$ cat src/rtl/multdiv_tag_tracker.sv
// Destination-tag tracker for one in-flight multi-cycle multiply/divide op.
// Generates decode hazard stalls and a one-cycle writeback tag pulse on completion.
module multdiv_tag_tracker #(
    parameter int TAG_W          = 5,
    parameter int CNT_W          = 6,
    parameter int TIMEOUT_CYCLES = 40,
    parameter int RSTATUS_TAG    = 30
) (
    input  logic             clock,
    input  logic             ctrl_reset_n,
    input  logic             issue_valid,
    input  logic [TAG_W-1:0] issue_rd,
    input  logic             md_ready,
    input  logic             md_exception,
    input  logic             dec_valid,
    input  logic [TAG_W-1:0] dec_rs1,
    input  logic [TAG_W-1:0] dec_rs2,
    input  logic [TAG_W-1:0] dec_rd,
    output logic             stall,
    output logic             busy,
    output logic             wb_valid,
    output logic [TAG_W-1:0] wb_rd,
    output logic             wb_exc
);

    typedef enum logic [1:0] {
        IDLE = 2'd0,
        BUSY = 2'd1,
        DONE = 2'd2
    } state_t;

    localparam logic [TAG_W-1:0] RSTATUS   = TAG_W'(RSTATUS_TAG);
    localparam logic [CNT_W-1:0] LAST_BUSY = CNT_W'(TIMEOUT_CYCLES - 1);

    state_t             state_q, state_d;
    logic [TAG_W-1:0]   tag_q, tag_d;
    logic [CNT_W-1:0]   count_q, count_d;
    logic               wb_valid_q, wb_valid_d;
    logic [TAG_W-1:0]   wb_rd_q, wb_rd_d;
    logic               wb_exc_q, wb_exc_d;
    logic               tag_hit;

    // Next-state and completion logic; IDLE and DONE accept a new issue identically.
    always_comb begin
        // NOTE: every output of this block gets a default first so no latch is inferred.
        state_d    = state_q;
        tag_d      = tag_q;
        count_d    = count_q;
        wb_valid_d = 1'b0;
        wb_rd_d    = wb_rd_q;
        wb_exc_d   = wb_exc_q;

        unique case (state_q)
            IDLE, DONE: begin
                if (issue_valid) begin
                    tag_d   = issue_rd;
                    count_d = '0;
                    state_d = BUSY;
                end else begin
                    state_d = IDLE;
                end
            end

            BUSY: begin
                count_d = count_q + CNT_W'(1);
                if (md_ready) begin
                    state_d    = DONE;
                    wb_exc_d   = md_exception;
                    wb_rd_d    = md_exception ? RSTATUS : tag_q;
                    // A clean result destined for r0 is dropped.
                    wb_valid_d = md_exception || (tag_q != '0);
                end else if (count_q == LAST_BUSY) begin
                    state_d    = DONE;
                    wb_exc_d   = 1'b1;
                    wb_rd_d    = RSTATUS;
                    wb_valid_d = 1'b1;
                end
            end

            default: state_d = IDLE;
        endcase
    end

    // NOTE: sequential state uses non-blocking assignments so all flops update together.
    always_ff @(posedge clock or negedge ctrl_reset_n) begin
        if (!ctrl_reset_n) begin
            state_q    <= IDLE;
            tag_q      <= '0;
            count_q    <= '0;
            wb_valid_q <= 1'b0;
            wb_rd_q    <= '0;
            wb_exc_q   <= 1'b0;
        end else begin
            state_q    <= state_d;
            tag_q      <= tag_d;
            count_q    <= count_d;
            wb_valid_q <= wb_valid_d;
            wb_rd_q    <= wb_rd_d;
            wb_exc_q   <= wb_exc_d;
        end
    end

    // r0 never carries a real dependency, so a zero tag cannot cause a hazard.
    assign tag_hit = dec_valid && (tag_q != '0) &&
                     ((dec_rs1 == tag_q) || (dec_rs2 == tag_q) || (dec_rd == tag_q));

    assign stall    = (state_q == BUSY) && (issue_valid || tag_hit);
    assign busy     = (state_q == BUSY);
    assign wb_valid = wb_valid_q;
    assign wb_rd    = wb_rd_q;
    assign wb_exc   = wb_exc_q;

endmodule

$ cat config.mk
export PLATFORM = sky130hd
export DESIGN_NAME = multdiv_tag_tracker
export DESIGN_NICKNAME = d
export VERILOG_FILES = /design/src/rtl/multdiv_tag_tracker.sv
export SDC_FILE = /design/constraint.sdc
export NUM_CORES = 1
export LEC_CHECK = 0
export BUFFER_PORTS_ARGS = -buffer_cell sky130_fd_sc_hd__buf_2
export CORE_MARGIN = 2
export CORE_UTILIZATION = 25
export CTS_BUF_LIST = sky130_fd_sc_hd__clkbuf_8
export CTS_CLUSTER_SIZE = 14
export DETAILED_ROUTE_END_ITERATION = 8
export PLACE_DENSITY = 0.46
export SLEW_MARGIN = 20
export SYNTH_ARGS = -nofsm -noshare
export SYNTH_HDL_FRONTEND = slang
export SYNTH_SLANG_ARGS = --single-unit
export TNS_END_PERCENT = 10
$ cat constraint.sdc
create_clock -name clock -period 1.6 [get_ports clock]
set_input_delay 0.16 -clock clock [delete_from_list [all_inputs] [get_ports clock]]
set_output_delay 0.16 -clock clock [all_outputs]
set_load 0.01 [all_outputs]
==> results.cfg <==
[logic_synthesis]
synth_enable_flop_cells = 0
synth_cell_types = 27
syn_nets = 132
synthAdderAreaFrac_pct = 1.23
postSynthAreaPerCell_um2 = 9.70
yosys_most_used_dff = dfrtp_1
synthCells = 105
synth_compound_area_share_pct = 13.9
ys_seq_area_share_pct = 49.1
yosys_warnings = 0
ys_async_sr_fraction_pct = 100
synth_top_family_by_area = simple AND/OR/NAND/NOR gates
syn_area_um2 = 1020
ys_ff_latch = 20
synth-simple-area-share_pct = 18.7
synth-xor-area-share_pct = 12.9
muxShareOfSynthArea_pct = 0

[die]
die_w_um = 67.8
ios = 35
placementRows = 23
dieHeight_um = 67.8
dieArea_um2 = 4600
initial_utilization_pct = 25.6
core_um2 = 3970

[global_route]
grt_pass1_wl_um = 4100
grt_pass1_vias = 935
grt_util_all_layers_pct = 12.0
busiest_layer = met2
grt_overflow = 0
grt_max_degree = 21
grt_antenna_before_repair = 0
met1_usage_pct = 14.6
met3_usage_pct = 1.48
grtUsageMet2_pct = 21.8

[sta]
tightest_slew_ps = 447
hold_violations = 0
slew_headroom_pct = 70.2
rsz0062_at_grt = yes
max_freq_ghz = 0.556
fin_skew_ps = 2.52
period_share_pct = 112
finalCriticalPeriod_ps = 1800
setup_slack_ps = -199
report.final.slew_viol_count = 0
setup_viol = 1

[clocking]
clkTransAtPathRegs_ps = 70
htreeDepth = 1
root_buffer = clkbuf_8
cts_buffer_depth = 2
clk_latency_ps = 250
numCtsBuffers = 3
tritoncts = yes
cts.sinks = 20

[place]
post-place-ws_ps = 45.0
numPortBuffers = 34
place.gp.congestion = 0.714
placed_cells = 191
dp_hpwl_um = 1990

[critical_path]
crit_path_start = tag_q[1]$_DFFE_PN0P_
end_kind = output port
crit_type = flop to output port
reg2reg_from = count_q[0]$_DFFE_PN0P_
worstPathArrival_ps = 1640
worstPathRequired_ps = 1440
start_kind = flop
crit_fanout = 3

[min_path]
hold_path.class = input pin to flop
worstHoldStart = issue_rd[4]

[drt]
drc_errors = 0
routed-via-count = 867
drtIter0Drc = 19
viasPerCell = 4.40
dr.pass1.iters = 4
wl_per_cell_um = 13.2
wl_um = 2600
ant_nets = 0

[cells_and_area]
stdcell_count = 197
drive_above_1_share_pct = 34.7
layout_commonest_cell = buf_2
antenna_cells = 0
areaGrowthSynthToFinish_pct = 31.9
final_cell_mix = buf_2, nand2_1, dfrtp_1, buf_4, xor2_1
fin_nets = 176

[pwr]
p_per_area_nw_per_um2 = 1200
irDropWorstVdd_mv = 0.499
p_leak_nw = 0.647

[run]
maxCapViolations = 0

[outcome]
violations = negative setup slack
status = finished with violations
[cells in the mapped netlist (all sizes together) (2+ instances only)]
| cell type | number | area [um2] |
|---|---|---|
| nor2 | 5 | 18.8 |
| xor2 | 9 | 78.8 |
| xnor2 | 6 | 52.6 |
| dfrtp | 20 | 500 |
| o21ai | 7 | 38.8 |
| o21a | 2 | 15.0 |
| o22a | 4 | 35.0 |
| nand3 | 5 | 25.0 |
| buf | 2 | 22.5 |
| nand2 | 22 | 82.6 |
| nand4 | 2 | 12.5 |
| clkbuf | 4 | 16.3 |
| nor2b | 2 | 12.5 |
| nor3 | 3 | 15.0 |
| a31oi | 2 | 12.5 |
| nand2b | 2 | 12.5 |
[worst paths after layout]
| kind | endpoint | cells after the start | slack, ps |
|---|---|---|---|
| max | stall | 5 | -200 |
| min | tag_q[4]$_DFFE_PN0P_ | 3 | 100 |
| max reg2reg | wb_rd[3]$_DFFE_PN0P_ | 4 | 180 |
| min reg2reg | wb_rd[0]$_DFFE_PN0P_ | 2 | 490 |
| max in group asynchronous | wb_rd[0]$_DFFE_PN0P_ | 2 | 900 |
| min in group asynchronous | count_q[4]$_DFFE_PN0P_ | 2 | 390 |
[cell families after synthesis]
family,Yosys count
compound gates,20
xor+xnor,15
fa+ha+maj,1
buf+inv,7
flops,20
simple gates,42
[worst max-delay path: stages (launching register included)]
cell and delay, ps:
dfrtp_1 390, or4_4 520, o21a_1 190, o21ai_2 100, a31oi_1 50, buf_2 140
[state kept, by name, summed over array words and instances (netlist names)]
| register | flops |
|---|---|
| count_q | 6 |
| tag_q | 5 |
| wb_rd | 5 |
| state_q | 2 |
| wb_exc | 1 |
| wb_valid | 1 |
[power by group]
part	switching [mW]	internal (mW)	total, mW
clock network	0.144	0.167	0.311
registers	0.0858	0.625	0.711
logic	0.300	0.290	0.589
total	0.530	1.08	1.61
[cell type report]
cell class	count	area (um2)
clock buffer	3	41.3
fill	430	2630
inverter	1	3.75
multi-input combinational	78	480
sequential	20	500
tap	50	62.6
timing repair buffer	45	255
[repair_timing]
| item | 4_1_cts | 5_1_grt |
|---|---|---|
| setup buffers | 1 | 1 |
| setup endpoints to repair | 1 | 1 |
| hold buffers | 1 | 0 |
| hold endpoints to repair | 20 | 0 |
| gates resized for setup | 0 | 1 |
[stage by stage]
| stage | hold slack [ps] | utilization [%] | setup TNS [ps] | instance area (um2) | total power [mW] |
|---|---|---|---|---|---|
| 4_1_cts | 95.8 | 33.5 | -205 | 1330 | 1.62 |
| 2_1_floorplan | -136 | - | 0 | 1020 | 1.07 |
| 3_5_place_dp | 138 | 32.0 | 0 | 1270 | 1.29 |
| 6_report | 98.2 | 33.8 | -199 | 1340 | 1.61 |
| 3_3_place_gp | 130 | 32.0 | 0 | 1270 | 1.28 |
| 5_1_grt | 113 | 33.8 | -277 | 1340 | 1.74 |
[layer usage]
metal | wire length, um | up-vias
met2 | 1220 | 27
met3 | 207 | 2
met4 | 15 | 0
li1 | - | 440
met1 | 1160 | 398
met5 | 0 | -
(Power assumes the default switching activity.)
